**config.mk**
```make
export PLATFORM = sky130hd
export DESIGN_NAME = cube_scan_sched_flat
export DESIGN_NICKNAME = d
export VERILOG_FILES = /design/src/rtl/cube_pkg.sv /design/src/rtl/cube_scan_sched_if.sv /design/src/rtl/cube_req_slot.sv /design/src/rtl/cube_scan_sched.sv /design/src/flat_wrapper.sv
export SDC_FILE = /design/constraint.sdc
export NUM_CORES = 1
export LEC_CHECK = 0
export BUFFER_PORTS_ARGS = -buffer_cell sky130_fd_sc_hd__buf_2
export CELL_PAD_IN_SITES_DETAIL_PLACEMENT = 1
export CELL_PAD_IN_SITES_GLOBAL_PLACEMENT = 1
export CORE_AREA = 2 2 142 144
export DETAILED_ROUTE_END_ITERATION = 6
export DIE_AREA = 0 0 144 146
export PLACE_DENSITY = 0.86
export SYNTH_ARGS = -nofsm -noshare
export SYNTH_HDL_FRONTEND = slang
export SYNTH_SLANG_ARGS = --single-unit
export TNS_END_PERCENT = 50
```
**constraint.sdc**
```tcl
create_clock -name clock -period 1.7 [get_ports clock]
set_clock_uncertainty 0.1 [all_clocks]
set_input_delay 0.255 -clock clock [delete_from_list [all_inputs] [get_ports clock]]
set_output_delay 0.255 -clock clock [all_outputs]
set_load 0.005 [all_outputs]
```
**src/rtl/cube_pkg.sv**
```systemverilog
// Shared constants and job encoding for the cube engine scan scheduler.
package cube_pkg;

    localparam int NUM_CUBES = 50;
    localparam int SWEEP_LEN = 51;

    localparam logic [10:0] PARK_X     = 11'h7FF;
    localparam logic [9:0]  PARK_Y     = 10'h3FF;
    localparam logic [5:0]  PHASE_LAST = 6'(SWEEP_LEN - 1);

    localparam logic GS_COLLIDE = 1'b0;
    localparam logic GS_EXPLODE = 1'b1;
    localparam logic ID_SHELL   = 1'b0;
    localparam logic ID_PLAYER  = 1'b1;

    typedef enum logic [1:0] {
        JOB_NONE    = 2'd0,
        JOB_PLAYER  = 2'd1,
        JOB_SHELL   = 2'd2,
        JOB_EXPLODE = 2'd3
    } job_t;

    // Bit positions inside the 4-bit object-state result.
    localparam int RES_RIGHT   = 0;
    localparam int RES_LEFT    = 1;
    localparam int RES_SUPPORT = 2;
    localparam int RES_UP      = 3;

endpackage

```
**src/rtl/cube_scan_sched_if.sv**
```systemverilog
// Requester-side bundle of the scan scheduler: player and shell collision slots plus the explode slot.
interface cube_scan_sched_if;

    logic        p_req_valid;
    logic        p_req_ready;
    logic [10:0] p_req_x;
    logic [9:0]  p_req_y;
    logic        p_rsp_valid;
    logic [3:0]  p_rsp_states;

    logic        s_req_valid;
    logic        s_req_ready;
    logic [10:0] s_req_x;
    logic [9:0]  s_req_y;
    logic        s_rsp_valid;
    logic [3:0]  s_rsp_states;

    logic        e_req_valid;
    logic        e_req_ready;
    logic [10:0] e_req_x;
    logic [9:0]  e_req_y;
    logic        e_done;

    modport master (
        output p_req_valid, p_req_x, p_req_y,
        output s_req_valid, s_req_x, s_req_y,
        output e_req_valid, e_req_x, e_req_y,
        input  p_req_ready, p_rsp_valid, p_rsp_states,
        input  s_req_ready, s_rsp_valid, s_rsp_states,
        input  e_req_ready, e_done
    );

    modport slave (
        input  p_req_valid, p_req_x, p_req_y,
        input  s_req_valid, s_req_x, s_req_y,
        input  e_req_valid, e_req_x, e_req_y,
        output p_req_ready, p_rsp_valid, p_rsp_states,
        output s_req_ready, s_rsp_valid, s_rsp_states,
        output e_req_ready, e_done
    );

endinterface

```
**src/rtl/cube_req_slot.sv**
```systemverilog
// One-deep request latch: accepts a coordinate when free and holds it until the arbiter grants it.
module cube_req_slot
    import cube_pkg::*;
(
    input  logic        clock,
    input  logic        rst_n,
    input  logic        req_valid,
    output logic        req_ready,
    input  logic [10:0] req_x,
    input  logic [9:0]  req_y,
    input  logic        grant,
    output logic        pending,
    output logic [10:0] x,
    output logic [9:0]  y
);

    assign req_ready = !pending;

    // A grant frees the slot; a new request can only land once the slot is free.
    always_ff @(posedge clock) begin
        if (!rst_n) begin
            pending <= 1'b0;
            x       <= PARK_X;
            y       <= PARK_Y;
        end else if (grant) begin
            pending <= 1'b0;
        end else if (req_valid && !pending) begin
            pending <= 1'b1;
            x       <= req_x;
            y       <= req_y;
        end
    end

endmodule

```
**src/rtl/cube_scan_sched.sv**
```systemverilog
// Sweep-aligned scheduler sharing the cube engine between player/shell collision and explode jobs.
// Explode results are folded into an authoritative alive bitmap, since the engine rewrites survivors.
//
// job          | meaning
// JOB_NONE     | idle sweep, engine parked off-field in collide mode
// JOB_PLAYER   | player collision sweep, result to p_rsp_*
// JOB_SHELL    | shell collision sweep, result to s_rsp_*
// JOB_EXPLODE  | explode sweep, cube results ANDed into cube_alive
module cube_scan_sched
    import cube_pkg::*;
(
    input  logic                 clock,
    input  logic                 rst_n,
    cube_scan_sched_if.slave     req,
    output logic                 eng_game_state,
    output logic                 eng_id,
    output logic [10:0]          eng_x,
    output logic [9:0]           eng_y,
    input  logic [3:0]           eng_states_in,
    input  logic [NUM_CUBES-1:0] eng_cubes_in,
    output logic [NUM_CUBES-1:0] cube_alive
);

    logic [5:0]  phase;
    logic        boundary;
    logic        capture;

    logic        p_pend, s_pend, e_pend;
    logic        p_grant, s_grant, e_grant;
    logic [10:0] p_x, s_x, e_x;
    logic [9:0]  p_y, s_y, e_y;

    job_t        active_job, active_next, cap_job;
    logic        rr, rr_next;
    logic        gs_next, id_next;
    logic [10:0] x_next;
    logic [9:0]  y_next;

    logic        p_rsp_valid, s_rsp_valid, e_done;
    logic [3:0]  p_rsp_states, s_rsp_states;

    assign boundary = (phase == PHASE_LAST);
    assign capture  = (phase == 6'd0);

    cube_req_slot u_p_slot (
        .clock     (clock),
        .rst_n     (rst_n),
        .req_valid (req.p_req_valid),
        .req_ready (req.p_req_ready),
        .req_x     (req.p_req_x),
        .req_y     (req.p_req_y),
        .grant     (p_grant),
        .pending   (p_pend),
        .x         (p_x),
        .y         (p_y)
    );

    cube_req_slot u_s_slot (
        .clock     (clock),
        .rst_n     (rst_n),
        .req_valid (req.s_req_valid),
        .req_ready (req.s_req_ready),
        .req_x     (req.s_req_x),
        .req_y     (req.s_req_y),
        .grant     (s_grant),
        .pending   (s_pend),
        .x         (s_x),
        .y         (s_y)
    );

    cube_req_slot u_e_slot (
        .clock     (clock),
        .rst_n     (rst_n),
        .req_valid (req.e_req_valid),
        .req_ready (req.e_req_ready),
        .req_x     (req.e_req_x),
        .req_y     (req.e_req_y),
        .grant     (e_grant),
        .pending   (e_pend),
        .x         (e_x),
        .y         (e_y)
    );

    // rr = 0 prefers player, rr = 1 prefers shell; explode always wins.
    always_comb begin
        active_next = JOB_NONE;
        rr_next     = rr;
        gs_next     = GS_COLLIDE;
        id_next     = ID_SHELL;
        x_next      = PARK_X;
        y_next      = PARK_Y;
        if (e_pend) begin
            active_next = JOB_EXPLODE;
            gs_next     = GS_EXPLODE;
            x_next      = e_x;
            y_next      = e_y;
        end else if (p_pend && (!s_pend || !rr)) begin
            active_next = JOB_PLAYER;
            id_next     = ID_PLAYER;
            x_next      = p_x;
            y_next      = p_y;
            rr_next     = 1'b1;
        end else if (s_pend) begin
            active_next = JOB_SHELL;
            x_next      = s_x;
            y_next      = s_y;
            rr_next     = 1'b0;
        end
    end

    assign p_grant = boundary && (active_next == JOB_PLAYER);
    assign s_grant = boundary && (active_next == JOB_SHELL);
    assign e_grant = boundary && (active_next == JOB_EXPLODE);

    always_ff @(posedge clock) begin
        if (!rst_n) begin
            phase          <= 6'd0;
            active_job     <= JOB_NONE;
            cap_job        <= JOB_NONE;
            rr             <= 1'b0;
            eng_game_state <= GS_COLLIDE;
            eng_id         <= ID_SHELL;
            eng_x          <= PARK_X;
            eng_y          <= PARK_Y;
            p_rsp_valid    <= 1'b0;
            s_rsp_valid    <= 1'b0;
            e_done         <= 1'b0;
            p_rsp_states   <= 4'd0;
            s_rsp_states   <= 4'd0;
            cube_alive     <= '1;
        end else begin
            phase       <= boundary ? 6'd0 : phase + 6'd1;
            p_rsp_valid <= 1'b0;
            s_rsp_valid <= 1'b0;
            e_done      <= 1'b0;
            if (boundary) begin
                active_job     <= active_next;
                cap_job        <= active_job;
                rr             <= rr_next;
                eng_game_state <= gs_next;
                eng_id         <= id_next;
                eng_x          <= x_next;
                eng_y          <= y_next;
            end
            // Engine latched its results on the previous (boundary) edge.
            if (capture) begin
                case (cap_job)
                    JOB_PLAYER: begin
                        p_rsp_valid  <= 1'b1;
                        p_rsp_states <= eng_states_in;
                    end
                    JOB_SHELL: begin
                        s_rsp_valid  <= 1'b1;
                        s_rsp_states <= eng_states_in;
                    end
                    JOB_EXPLODE: begin
                        cube_alive <= cube_alive & eng_cubes_in;
                        e_done     <= 1'b1;
                    end
                    default: ;
                endcase
            end
        end
    end

    assign req.p_rsp_valid  = p_rsp_valid;
    assign req.p_rsp_states = p_rsp_states;
    assign req.s_rsp_valid  = s_rsp_valid;
    assign req.s_rsp_states = s_rsp_states;
    assign req.e_done       = e_done;

endmodule

```
**src/flat_wrapper.sv**
```systemverilog
// flat-port wrapper written by rule: the top's interface ports become plain ports
module cube_scan_sched_flat import cube_pkg::*;
  (clock, rst_n, eng_game_state, eng_id, eng_x, eng_y, eng_states_in, eng_cubes_in, cube_alive, req_p_req_valid, req_p_req_x, req_p_req_y, req_s_req_valid, req_s_req_x, req_s_req_y, req_e_req_valid, req_e_req_x, req_e_req_y, req_p_req_ready, req_p_rsp_valid, req_p_rsp_states, req_s_req_ready, req_s_rsp_valid, req_s_rsp_states, req_e_req_ready, req_e_done);
  cube_scan_sched_if req_i ();
  input  logic clock;
  input  logic rst_n;
  output logic eng_game_state;
  output logic eng_id;
  output logic [10:0] eng_x;
  output logic [9:0] eng_y;
  input  logic [3:0] eng_states_in;
  input  logic [NUM_CUBES-1:0] eng_cubes_in;
  output logic [NUM_CUBES-1:0] cube_alive;
  input wire logic [$bits(req_i.p_req_valid)-1:0] req_p_req_valid;
  input wire logic [$bits(req_i.p_req_x)-1:0] req_p_req_x;
  input wire logic [$bits(req_i.p_req_y)-1:0] req_p_req_y;
  input wire logic [$bits(req_i.s_req_valid)-1:0] req_s_req_valid;
  input wire logic [$bits(req_i.s_req_x)-1:0] req_s_req_x;
  input wire logic [$bits(req_i.s_req_y)-1:0] req_s_req_y;
  input wire logic [$bits(req_i.e_req_valid)-1:0] req_e_req_valid;
  input wire logic [$bits(req_i.e_req_x)-1:0] req_e_req_x;
  input wire logic [$bits(req_i.e_req_y)-1:0] req_e_req_y;
  output wire logic [$bits(req_i.p_req_ready)-1:0] req_p_req_ready;
  output wire logic [$bits(req_i.p_rsp_valid)-1:0] req_p_rsp_valid;
  output wire logic [$bits(req_i.p_rsp_states)-1:0] req_p_rsp_states;
  output wire logic [$bits(req_i.s_req_ready)-1:0] req_s_req_ready;
  output wire logic [$bits(req_i.s_rsp_valid)-1:0] req_s_rsp_valid;
  output wire logic [$bits(req_i.s_rsp_states)-1:0] req_s_rsp_states;
  output wire logic [$bits(req_i.e_req_ready)-1:0] req_e_req_ready;
  output wire logic [$bits(req_i.e_done)-1:0] req_e_done;
  assign req_i.p_req_valid = req_p_req_valid;
  assign req_i.p_req_x = req_p_req_x;
  assign req_i.p_req_y = req_p_req_y;
  assign req_i.s_req_valid = req_s_req_valid;
  assign req_i.s_req_x = req_s_req_x;
  assign req_i.s_req_y = req_s_req_y;
  assign req_i.e_req_valid = req_e_req_valid;
  assign req_i.e_req_x = req_e_req_x;
  assign req_i.e_req_y = req_e_req_y;
  assign req_p_req_ready = req_i.p_req_ready;
  assign req_p_rsp_valid = req_i.p_rsp_valid;
  assign req_p_rsp_states = req_i.p_rsp_states;
  assign req_s_req_ready = req_i.s_req_ready;
  assign req_s_rsp_valid = req_i.s_rsp_valid;
  assign req_s_rsp_states = req_i.s_rsp_states;
  assign req_e_req_ready = req_i.e_req_ready;
  assign req_e_done = req_i.e_done;
  cube_scan_sched u_core (.clock(clock), .rst_n(rst_n), .req(req_i), .eng_game_state(eng_game_state), .eng_id(eng_id), .eng_x(eng_x), .eng_y(eng_y), .eng_states_in(eng_states_in), .eng_cubes_in(eng_cubes_in), .cube_alive(cube_alive));
endmodule
```
==> flow_summary.yaml <==
cells_and_area:
  design_area_sq_um: 9850
  drive_gt1_share_pct: 34.0
  diodes: 0
  fin_nets: 1167
  area_growth_pct: 51.1
yosys:
  synth_edf_count: 0
  yosysSeqAreaShare_pct: 49.4
  ys_async_sr_fraction_pct: 0
  syn-instance-count: 722
  synth_top_area_share_pct: 49.4
  yosysWarnings: 0
  synth_ff_type: "dfxtp_1"
  synth_area_sq_um: 6520
  synth_seq_cells: 161
  syn_area_per_cell_sq_um: 9.03
  synth.net_count: 847
  netlist_top_cells_area: "dfxtp_1 (49%), nand2_1 (12%), o31ai_2 (9.6%)"
  yosysUniqueCellTypes: 38
  synth_area_leader_cell: "dfxtp_1"
critical_path:
  critPathLaunchType: "register"
  endpoint_kind: "register"
  regToRegSetupSlack_ns: 0.03
  required_ns: 1.91
  cp.arrival_ns: 1.88
  worstPathMaxFanout: 25
  crit_type: "reg -> reg"
die:
  boundaryPins: 209
  die_y_microns: 146
  start_util_pct: 33.7
  core_area_sq_um: 19300
  row_count: 51
  die-width_microns: 144
  dieArea_sq_um: 21000
timing:
  drv_slew: 0
  hold_viol: 0
  worst_pin_slew_ns: 0.537
  max-slew-margin-rel_pct: 64.2
  fmax_mhz: 598
  rsz0062_at_grt: "true"
  layout_min_cycle_time_ns: 1.67
  post-route-period-util_pct: 98.3
  hold_ws_ns: 0.0318
  worst_slack_ns: 0.0283
  setup_viol: 0
route:
  dr.pass1.iters: 5
  drt_wl_total_microns: 26900
  avgRoutedWirePerCell_microns: 20.4
  detail_route.iter0.violations: 315
  drc: 0
  vias_per_cell: 5.22
  antenna_left: 0
  num_vias: 6884
global_route:
  grt_pass1_wl_microns: 40000
  grt_overflow: 0
  grt_use_total_pct: 24.3
  grt_pass1_vias: 7392
  grt_max_degree: 76
  antenna_found_initial: 0
cts:
  insertion_delay_ns: 0.43
  clk_pin_slew_ns: 0.06
  root_buffer: "clkbuf_16"
  cts.path.max_buffers: 2
  htree_levels: 4
  clock_sinks: 161
  cts_buffers: 17
  cts_tree: "yes"
place:
  dp_slack_ns: -0.0432
  gp_congestion: 0.765
  dpl-instance-area_sq_um: 7940
  dp_hpwl_microns: 14800
  portBuffers: 208
pwr:
  power_density_nw_per_um2: 887
  peakVddDrop_v: 0.000649
  leakagePower_uw: 0.00408
outcome:
  status: "finished, final reports clean"
hold_path:
  hold_class: "in -> reg"
job:
  max-cap-violations: 0
power breakdown:
part	switching [uW]	total (uW)	internal, uW
clock	1560	3640	2090
combinational	583	1110	523
sequential	77.6	3980	3900
total	2220	8730	6510
area by class of cell:
class                      count  area [sq um]
inverter                       8          30.0
sequential                   161          3230
fill                        2206          9490
clock buffer                  23           468
multi-input combinational    487          3040
clock inverter                 9          83.8
timing repair buffer         367          2660
tap                          265           332
state kept, by name, indices dropped and copies added (netlist names), 2 cells and up:
register / count
u_core.u_e_slot.y: 10
u_core.phase: 6
u_core.cube_alive: 50
u_core.u_s_slot.x: 11
u_core.u_p_slot.y: 10
u_core.eng_x: 11
u_core.u_e_slot.x: 11
u_core.req.p_rsp_states: 4
u_core.u_s_slot.y: 10
u_core.cap_job: 2
u_core.req.s_rsp_states: 4
u_core.u_p_slot.x: 11
u_core.eng_y: 10
u_core.active_job: 2
repair_timing:
item,4_1_cts,5_1_grt
gates resized for setup,4,27
buffers inserted,0,2
hold buffers,114,1
hold endpoints to repair,114,1
setup endpoints to repair,6,73
gates cloned,0,3
pin swaps,1,3
path summary, 6_finish.rpt:
kind                                            start               endpoint  cells after the start
worst max-delay path                  u_core.phase[0]   u_core.cube_alive[6]                      7
worst min-delay path                   req_e_req_x[1]   u_core.u_e_slot.x[1]                      3
worst max register to register        u_core.phase[0]   u_core.cube_alive[6]                      7
worst min register to register  u_core.cube_alive[24]  u_core.cube_alive[24]                      2
Yosys cell counts (7+ instances only):
library cell,n
o21ai_0,7
inv_1,7
a211oi_1,22
o21ai_1,9
buf_6,9
clkbuf_1,34
nand2_1,201
nand3_1,78
o221ai_1,21
o31ai_2,50
buf_2,19
a21oi_1,17
a41oi_1,21
nand2b_1,24
dfxtp_1,161
critical path, cell delays in order (launching register included):
cell	delay, ns
dfxtp_2	0.32
inv_2	0.07
ha_4	0.15
nand4b_1	0.13
buf_4	0.19
buf_6	0.21
o31ai_2	0.26
nand2_1	0.11
layer usage:
layer / wire length (microns) / vias up / global-route usage, %
met3: 2000 / 54 / 5.92
li1: - / 3186 / -
met4: 563 / 0 / 8.68
met2: 13600 / 305 / 43.0
met5: 0 / - / 0
met1: 10800 / 3339 / 28.3
metrics by stage:
step | power (uW) | setup TNS [ns] | util [%] | cells
finish | 8730 | 0 | 50.9 | 1320
global route | 9060 | -0.804 | 50.9 | 1320
CTS | 8710 | -0.000329 | 49.9 | 1314
detailed placement | 4880 | -0.0772 | 41.1 | 1168
global placement | 4860 | 0 | 41.1 | 1168
floorplan | 4500 | 0 | - | 722
cell families after synthesis:
logic type                 Yosys count  synth area share (%)
adders and majority gates            3                 0.576
DFF                                161                  49.4
xor gates and xnor gates             3                 0.403
buffers and inverters               74                  5.78
and+or+nand+nor                    329                  22.8
AOI/OAI and AO/OA                  152                  21.0
layout by cell type, fill, tap and decap left out, types with 2 or more instances in the layout:
cell type,count
a21oi_1,17
buf_4,32
inv_1,5
nor4bb_1,2
nor4_1,2
clkbuf_16,19
xor2_1,2
buf_12,7
nand3_1,78
a41oi_1,20
nand2b_1,24
nor2_1,5
clkinvlp_4,4
o221ai_1,21
buf_6,4
o21ai_1,8
ha_1,2
clkbuf_8,2
clkinv_2,3
buf_2,207
nand2_1,201
nor3_1,4
o21ai_0,7
dlygate4sd3_1,115
inv_2,2
a211oi_2,13
a211oi_1,9
dfxtp_2,3
or4bb_4,2
clkbuf_1,4
dfxtp_1,158
nor2b_1,3
o31ai_2,49
(Power assumes the default switching activity.)
